$ cat src/rtl/operand_fetch_stage.sv
// rtl/operand_fetch_stage.sv - ID/EX operand stage: EX/MEM/WB forwarding, load-use stall, write-back port
module operand_fetch_stage (
  input  logic        clk,
  input  logic        rst_n,
  input  logic        issue_valid,
  input  logic [3:0]  rs_a,
  input  logic [3:0]  rs_b,
  input  logic [3:0]  rd,
  input  logic        rd_we,
  input  logic        is_load,
  input  logic        flush,
  input  logic [15:0] rf_data_a,
  input  logic [15:0] rf_data_b,
  input  logic [15:0] ex_result,
  input  logic [15:0] mem_result,
  output logic        stall,
  output logic        ex_valid,
  output logic [15:0] ex_op_a,
  output logic [15:0] ex_op_b,
  output logic        rf_write,
  output logic [3:0]  rf_addr,
  output logic [15:0] rf_data
);

  logic        ex_v_q, ex_we_q, ex_ld_q;
  logic [3:0]  ex_rd_q;
  logic        mem_v_q, mem_we_q, mem_ld_q;
  logic [3:0]  mem_rd_q;
  logic [15:0] mem_data_q;
  logic        wb_v_q, wb_we_q;
  logic [3:0]  wb_rd_q;
  logic [15:0] wb_data_q;
  logic [15:0] op_a_q, op_b_q;

  logic        ex_v_d, ex_we_d, ex_ld_d;
  logic [3:0]  ex_rd_d;
  logic [15:0] op_a_d, op_b_d;
  logic [15:0] mem_fwd;
  logic        ex_hit_a, ex_hit_b, mem_hit_a, mem_hit_b, wb_hit_a, wb_hit_b;
  logic        accept;

  assign mem_fwd = mem_ld_q ? mem_result : mem_data_q;

  assign ex_hit_a  = ex_v_q  & ex_we_q  & (ex_rd_q  == rs_a) & (rs_a != 4'd0);
  assign ex_hit_b  = ex_v_q  & ex_we_q  & (ex_rd_q  == rs_b) & (rs_b != 4'd0);
  assign mem_hit_a = mem_v_q & mem_we_q & (mem_rd_q == rs_a) & (rs_a != 4'd0);
  assign mem_hit_b = mem_v_q & mem_we_q & (mem_rd_q == rs_b) & (rs_b != 4'd0);
  assign wb_hit_a  = wb_v_q  & wb_we_q  & (wb_rd_q  == rs_a) & (rs_a != 4'd0);
  assign wb_hit_b  = wb_v_q  & wb_we_q  & (wb_rd_q  == rs_b) & (rs_b != 4'd0);

  // A load in EX has no data yet; one cycle later it is forwarded from mem_result.
  assign stall  = issue_valid & ~flush & ex_ld_q & (ex_hit_a | ex_hit_b);
  assign accept = issue_valid & ~flush & ~stall;

  // Youngest producer wins; R0 reads as zero.
  always_comb begin
    op_a_d = rf_data_a;
    if (rs_a == 4'd0)              op_a_d = 16'h0000;
    else if (ex_hit_a && !ex_ld_q) op_a_d = ex_result;
    else if (mem_hit_a)            op_a_d = mem_fwd;
    else if (wb_hit_a)             op_a_d = wb_data_q;
  end

  always_comb begin
    op_b_d = rf_data_b;
    if (rs_b == 4'd0)              op_b_d = 16'h0000;
    else if (ex_hit_b && !ex_ld_q) op_b_d = ex_result;
    else if (mem_hit_b)            op_b_d = mem_fwd;
    else if (wb_hit_b)             op_b_d = wb_data_q;
  end

  always_comb begin
    ex_v_d  = 1'b0;
    ex_we_d = 1'b0;
    ex_ld_d = 1'b0;
    ex_rd_d = 4'd0;
    if (accept) begin
      ex_v_d  = 1'b1;
      ex_we_d = rd_we;
      ex_ld_d = is_load;
      ex_rd_d = rd;
    end
  end

  always_ff @(posedge clk or negedge rst_n) begin
    if (!rst_n) begin
      ex_v_q     <= 1'b0;
      ex_we_q    <= 1'b0;
      ex_ld_q    <= 1'b0;
      ex_rd_q    <= 4'd0;
      mem_v_q    <= 1'b0;
      mem_we_q   <= 1'b0;
      mem_ld_q   <= 1'b0;
      mem_rd_q   <= 4'd0;
      mem_data_q <= 16'h0000;
      wb_v_q     <= 1'b0;
      wb_we_q    <= 1'b0;
      wb_rd_q    <= 4'd0;
      wb_data_q  <= 16'h0000;
      op_a_q     <= 16'h0000;
      op_b_q     <= 16'h0000;
    end else begin
      wb_v_q     <= mem_v_q;
      wb_we_q    <= mem_we_q;
      wb_rd_q    <= mem_rd_q;
      wb_data_q  <= mem_fwd;
      mem_v_q    <= ex_v_q;
      mem_we_q   <= ex_we_q;
      mem_ld_q   <= ex_ld_q;
      mem_rd_q   <= ex_rd_q;
      mem_data_q <= ex_result;
      ex_v_q     <= ex_v_d;
      ex_we_q    <= ex_we_d;
      ex_ld_q    <= ex_ld_d;
      ex_rd_q    <= ex_rd_d;
      if (accept) begin
        op_a_q <= op_a_d;
        op_b_q <= op_b_d;
      end
    end
  end

  assign ex_valid = ex_v_q;
  assign ex_op_a  = op_a_q;
  assign ex_op_b  = op_b_q;
  assign rf_write = wb_v_q & wb_we_q & (wb_rd_q != 4'd0);
  assign rf_addr  = wb_rd_q;
  assign rf_data  = wb_data_q;

endmodule

$ cat config.mk
export PLATFORM = sky130hd
export DESIGN_NAME = operand_fetch_stage
export DESIGN_NICKNAME = d
export VERILOG_FILES = /design/src/rtl/operand_fetch_stage.sv
export SDC_FILE = /design/constraint.sdc
export NUM_CORES = 1
export LEC_CHECK = 0
export ABC_CLOCK_PERIOD_IN_PS = 5700
export CELL_PAD_IN_SITES_DETAIL_PLACEMENT = 1
export CELL_PAD_IN_SITES_GLOBAL_PLACEMENT = 1
export CORE_MARGIN = 2
export CORE_UTILIZATION = 40
export CTS_BUF_LIST = sky130_fd_sc_hd__clkbuf_8
export DETAILED_ROUTE_END_ITERATION = 10
export PLACE_DENSITY_LB_ADDON = 0.25
export SLEW_MARGIN = 25
export SYNTH_ARGS = -nofsm -noshare
export SYNTH_HDL_FRONTEND = slang
export SYNTH_SLANG_ARGS = --single-unit
$ cat constraint.sdc
create_clock -name clk -period 5.7 [get_ports clk]
set_input_delay 0.855 -clock clk [delete_from_list [all_inputs] [get_ports clk]]
set_output_delay 0.855 -clock clk [all_outputs]
set_load 0.02 [all_outputs]
# Word level (Yosys, flattened, before mapping)
# Cells that the tools add are included.
[word_totals]
ff_bits = 84
output_inout_bits = 55
elab_cells = 65
[op_classes]
n_eq_ne = 6
n_mux = 13
bitwise = 23
n_reduce_logical = 8
[op_table]
columns = ["cell", "n"]
rows = [
  ["16-bit two-way mux", 9],
  ["4-bit == test", 6],
  ["1-bit bitwise AND", 20],
  ["4-bit nonzero test", 3],
  ["4-bit zero test", 2],
  ["4-bit two-way mux", 1],
  ["1-bit two-way mux", 3],
  ["1-bit logical AND", 2],
  ["1-bit inverter", 2],
  ["1-bit zero test", 1],
  ["1-bit OR", 1],
]

# Longest topological paths before layout
# Gate-level depths: netlist of run 1.
[logic_depth]
word_depth = 8
mapped_depth = 8
mapped_depth_nobuf = 6

# Least setup slack after synthesis of run 1
# OpenSTA, ideal clock, no wires.
[synth_timing]
path_kind = "input to output"
from = "input port rs_a[3]"
to = "output port stall"
arrival_time_ns = 2.190
setup_slack_ns = 2.655
cell_stages = 7
n_path_buf = 2
path_cell_list = "buf_2 or4_4 nand4_4 buf_1 nor2_1 o21ai_0 nor2_1"
[synth_between]
elab_chain_cells = 5
[synth_rtl]
columns = ["item", "line", "source"]
rows = [
  ["from (decl)", "6", "input logic [3:0] rs_a,"],
  ["4-bit == test", "44", "assign ex_hit_a = ex_v_q & ex_we_q & (ex_rd_q == rs_a) & (rs_a != 4'd0);"],
  ["1-bit bitwise AND", "44", ""],
  ["1-bit bitwise AND *", "44", ""],
  ["1-bit OR *", "52", "assign stall = issue_valid & ~flush & ex_ld_q & (ex_hit_a | ex_hit_b);"],
  ["1-bit bitwise AND *", "52", ""],
  ["to (decl)", "16", "output logic stall,"],
]
# Mark *: on every way between the ends. The rest lies on a longest branch, timed or not.

# Worst setup path in the final report of run 1
[layout_timing]
from = "input port rs_a[1]"
to = "output port stall"
# Same word-level chain as after synthesis.

==> impl_metrics.ini, run 1 <==
[critical_path]
r2r_end = ex_op_b[7]$_DFFE_PN0P_
crit_path_start_kind = input pin
path_max_fanout = 19
cp.required_ps = 4850
crit_start = rs_a[1]
endpoint_kind = output port
reg2reg_depth = 5
critPathCapture = stall
r2r-start = wb_v_q$_DFF_PN0_
crit_type = input pin to output port
critPathArrivalTime_ps = 3110
rrSetupSlack_ps = 2240

[final_layout]
area_growth_pct = 34.5
layout-drive-gt1-share_pct = 7.37
ff_latch_area_sq_um = 2100
multi_input_area_sq_um = 2270
final_common_cell = clkdlybuf4s50_1
final_cell_mix = 135 x clkdlybuf4s50_1, 83 x dfrtp_1, 67 x inv_1
fillers = 1324
diodes = 0
nNetsFinal = 703

[job]
cap_violations = 0

[logic_synthesis]
synth_nets = 586
ys_seq_area_share_pct = 43.8
netlist_area_sq_um = 4800
synth.distinct_cells = 42
ys_seq_elements = 84
postSynthAreaPerCell_sq_um = 9.52
synth_warnings = 0
synth_cells = 504

[outcome]
status = finished, final reports clean

[global_route]
grt-ovfl-total = 0
grt_first_pass_wirelength_microns = 28900
antenna_found_initial = 0
grt_util_all_layers_pct = 29.2
grt_pass1_vias = 5231
grt_max_degree = 48

[timing]
finalSetupTns_ps = 0
maxSlewViolCount = 0
fin_ws_ps = 1730
rsz0062_at_grt = false
skew_ps = 11.0
hold_violations = 0
setup_viol = 0
max_freq_mhz = 252
period_share_pct = 69.6
tightest_slew_ps = 1010
relSlewSlack_pct = 32.9
final_period_minus_worst_setup_slack_ps = 3970

[pwr]
powerDensity_nw_per_um2 = 236
ir_drop_v = 0.000102
p_total_mw = 1.53
p_leak_nw = 2.53

[clock_network]
cts_root_buf = clkbuf_8
cts_tree = yes
post_cts_buffers = 0
cts_hold_buffers = 0
cts_resized = 0
cts_buffers = 9
path_clk_slew_ps = 80
clkLatencyLatePin_ps = 370
cts_max_level = 3
cts_sinks = 84
clockBufferDepth = 2

[placed_design]
dpl.hpwl_microns = 12700
gp_congestion = 0.852
dp_slack_ps = 1720
port_buffers = 136

[detailed_routing]
vias = 4917
drt-initial-drc-count = 333
drc = 0
detail-route-antenna-nets = 0
viasPerCell = 6.41
wl_microns = 18700
drt_pass1_iterations = 4
drt-wirelength-per-cell_microns = 24.4

[hold_path]
hp-class = flop to flop
whs_path_depth = 0

[die]
dieArea_sq_um = 12900
core.rowCount = 39
coreArea_sq_um = 11600
start_util_pct = 41.5
die_h_microns = 113
die_w_microns = 113
boundaryPins = 137
[report_power, final]
group / switching (mW) / leakage (nW) / internal, mW
sequential: 0.0467 / 0.992 / 0.646
combinational: 0.207 / 1.43 / 0.183
clock: 0.222 / 0.102 / 0.220
[logic make-up (layout without fill, tap and decap cells)]
kind of cell | count (synthesis) | in the layout | share of synthesized area, %
multiplexers | 16 | 16 | 3.34
buffers and inverters | 110 | 230 | 9.26
flip-flops | 84 | 84 | 43.8
AO/OA/AOI/OAI | 117 | 117 | 20.8
XOR/XNOR | 22 | 22 | 4.02
AND/OR/NAND/NOR | 155 | 155 | 18.8
[critical path: stages]
cell and delay [ps]:
clkdlybuf4s50_1 560, or4_4 610, nand4_4 240, nor2_1 80
o21ai_0 170, nor2_1 50, clkdlybuf4s50_1 530
[layout make-up]
cell class	count	share of cell area [%]
clock inverter	3	0.601
clock buffer	11	2.35
sequential	84	32.6
inverter	66	3.84
timing repair buffer	150	22.7
tap	143	2.77
multi-input combinational	310	35.1
[state kept, by name (all words and copies together), names as in the netlist, 4 cells and up]
signal,flops
rf_data,16
mem_rd_q,4
mem_data_q,16
ex_op_a,16
ex_op_b,16
ex_rd_q,4
rf_addr,4
[synthesized netlist by cell type, drive strengths merged]
library cell | count | area, sq um
xor2 | 6 | 52.6
nand2b | 1 | 6.26
a21boi | 16 | 120
and2 | 8 | 50.1
or4 | 2 | 22.5
nor2 | 4 | 15.0
nor4 | 19 | 149
or2 | 3 | 18.8
dfrtp | 84 | 2100
clkbuf | 32 | 123
nand3 | 52 | 260
o21bai | 1 | 11.3
o21ai | 3 | 15.0
and3b | 1 | 8.76
a221oi | 32 | 293
or3 | 2 | 13.8
mux2i | 16 | 160
o41ai | 1 | 16.3
nor3 | 54 | 292
o31a | 16 | 140
buf | 12 | 73.8
inv | 66 | 248
o311ai | 32 | 280
a211oi | 16 | 120
nand2 | 5 | 18.8
and3 | 1 | 6.26
xnor2 | 16 | 140
nand4 | 3 | 40.0
[through the flow]
step,cell area [sq um],hold slack (ps),util [%],cells
floorplan,4800,354,-,504
global placement,6260,357,54.1,753
detailed placement,6260,370,54.1,753
CTS,6450,389,55.8,767
global route,6450,394,55.8,767
finish,6450,389,55.8,767
[per-layer routing]
layer | share of wire (%) | up-vias | track usage (%)
met1 | 39 | 2448 | 38.0
met4 | 2.9 | 0 | 11.8
met2 | 50 | 308 | 49.3
met5 | 0 | - | 0
li1 | - | 2113 | -
met3 | 8.1 | 48 | 4.04
[how the worst min path moves through the flow]
| stage | start | endpoint | slack, ps |
|---|---|---|---|
| after floorplan | mem_we_q$_DFF_PN0_ | wb_we_q$_DFF_PN0_ | 350 |
| after global placement | mem_we_q$_DFF_PN0_ | wb_we_q$_DFF_PN0_ | 360 |
| after detailed placement | mem_v_q$_DFF_PN0_ | wb_v_q$_DFF_PN0_ | 370 |
| after CTS | mem_v_q$_DFF_PN0_ | wb_v_q$_DFF_PN0_ | 390 |
| after global routing | mem_v_q$_DFF_PN0_ | wb_v_q$_DFF_PN0_ | 390 |
| final | mem_v_q$_DFF_PN0_ | wb_v_q$_DFF_PN0_ | 390 |
No activity file was read; power rests on OpenSTA's default activity.
==> run 2: changes to the inputs <==
Settings changed: ABC_CLOCK_PERIOD_IN_PS 5700 to 3300, CORE_UTILIZATION 40 to 34.
Clock period 5.7 ns to 3.3 ns, I/O delays scaled along.
==> impl_metrics.ini, run 2 (same netlist as run 1, synthesis figures left out) <==
[clock_network]
clkLatencyLatePin_ps = 370
cts_resized = 0
cts_sinks = 84
cts_buffers = 9
cts_max_level = 3
clockBufferDepth = 2
post_cts_buffers = 0
cts_root_buf = clkbuf_8
path_clk_slew_ps = 90
cts_tree = yes
cts_hold_buffers = 0

[final_layout]
final_cell_mix = 135 x clkdlybuf4s50_1, 84 x dfrtp_1, 66 x inv_1
final_common_cell = clkdlybuf4s50_1
layout-drive-gt1-share_pct = 9.97
fillers = 1542
diodes = 0
nNetsFinal = 719
stdcell_count = 822
area_growth_pct = 40.2

[critical_path]
cp_cell_sequence = clkdlybuf4s50_1, or4_4, nand4_4, nor2_1, o21ai_0, nor2_1, clkdlybuf4s50_1
cp.required_ps = 2800
critPathMaxStageDelay_ps = 610
endpoint_kind = output port
crit_path_start_kind = input pin
cpMaxStageDelayCell = or4_4
path_max_fanout = 5
crit_type = input pin to output port
critPathArrivalTime_ps = 2570
critical-path-top-delay-family = buffers and inverters
crit_buf_inv = 2

[global_route]
grt_use_met3_pct = 4.00
grt_max_degree = 85
grt_first_pass_wirelength_microns = 30100
grt_util_all_layers_pct = 26.5
grt_pass1_vias = 5228
grt_use_met2_pct = 42.5
busiest_layer = met2
antenna_found_initial = 0
gr-usage-met1_pct = 36.1
grt-ovfl-total = 0

[detailed_routing]
vias = 4855
drt_pass1_iterations = 5
drc = 0
detail-route-antenna-nets = 0
drt-initial-drc-count = 482
wl_microns = 19100
viasPerCell = 5.91
drt-wirelength-per-cell_microns = 23.3

[hold_path]
hp-class = input pin to asynchronous set/reset pin

[die]
start_util_pct = 34.7
core.rowCount = 43
boundaryPins = 137
coreArea_sq_um = 13800
die_w_microns = 123
die_h_microns = 123
dieArea_sq_um = 15100

[timing]
hold_violations = 0
finalSetupTns_ps = 0
setup_viol = 0
max_freq_mhz = 326
rsz0062_at_grt = false
maxSlewViolCount = 0
skew_ps = 11.0
holdWs_ps = 135
relSlewSlack_pct = 39.6
final_period_minus_worst_setup_slack_ps = 3060
fin_ws_ps = 236
period_share_pct = 92.9
tightest_slew_ps = 906

[placed_design]
port_buffers = 136
gp_congestion = 0.836
dpl.cell_count = 806
dp_slack_ps = 225
dpl.hpwl_microns = 13000

[pwr]
ir_drop_v = 0.000207
p_total_mw = 2.86
powerDensity_nw_per_um2 = 426
p_leak_nw = 2.65

[job]
cap_violations = 0

[outcome]
status = finished, final reports clean
==> run 2: worst paths after layout <==
path                                    startpoint                 endpoint  slack, ps  cells after the start
worst max-delay path                       rs_a[0]                    stall        240                      7
worst min-delay path                         rst_n  mem_data_q[0]$_DFF_PN0_        140                      1
worst max register to register   ex_ld_q$_DFF_PN0_   ex_op_b[9]$_DFFE_PN0P_        820                      6
worst min register to register  mem_we_q$_DFF_PN0_        wb_we_q$_DFF_PN0_        380                      0
max in group asynchronous                    rst_n     rf_data[8]$_DFF_PN0_       2550                      1
min in group clk                mem_we_q$_DFF_PN0_        wb_we_q$_DFF_PN0_        380                      0
==> run 2: layout make-up <==
class	count	area, sq um	area share, %
Multi-Input combinational cell	310	2270	33.7
Timing Repair Buffer	166	1610	24.0
Inverter	66	248	3.69
Sequential cell	84	2100	31.3
Clock buffer	13	179	2.66
Tap cell	180	225	3.35
Clock inverter	3	90.1	1.34
==> run 2: per-layer routing <==
| layer | share of wire [%] | wire [microns] |
|---|---|---|
| met3 | 6.5 | 1240 |
| met2 | 48 | 9150 |
| met4 | 2.3 | 440 |
| met1 | 43 | 8320 |
| met5 | 0 | 0 |
==> run 2: per-stage QoR <==
| step | cell area, sq um | utilization, % |
|---|---|---|
| 2_1_floorplan | 4800 | - |
| 3_3_place_gp | 6450 | 46.6 |
| 3_5_place_dp | 6450 | 46.7 |
| 4_1_cts | 6720 | 48.6 |
| 5_1_grt | 6720 | 48.6 |
| 6_report | 6720 | 48.6 |
==> run 2: power breakdown <==
group / total [mW] / internal [mW] / switching, mW
sequential: 1.19 / 1.12 / 0.0708
combinational: 0.700 / 0.331 / 0.368
clock: 0.978 / 0.586 / 0.392
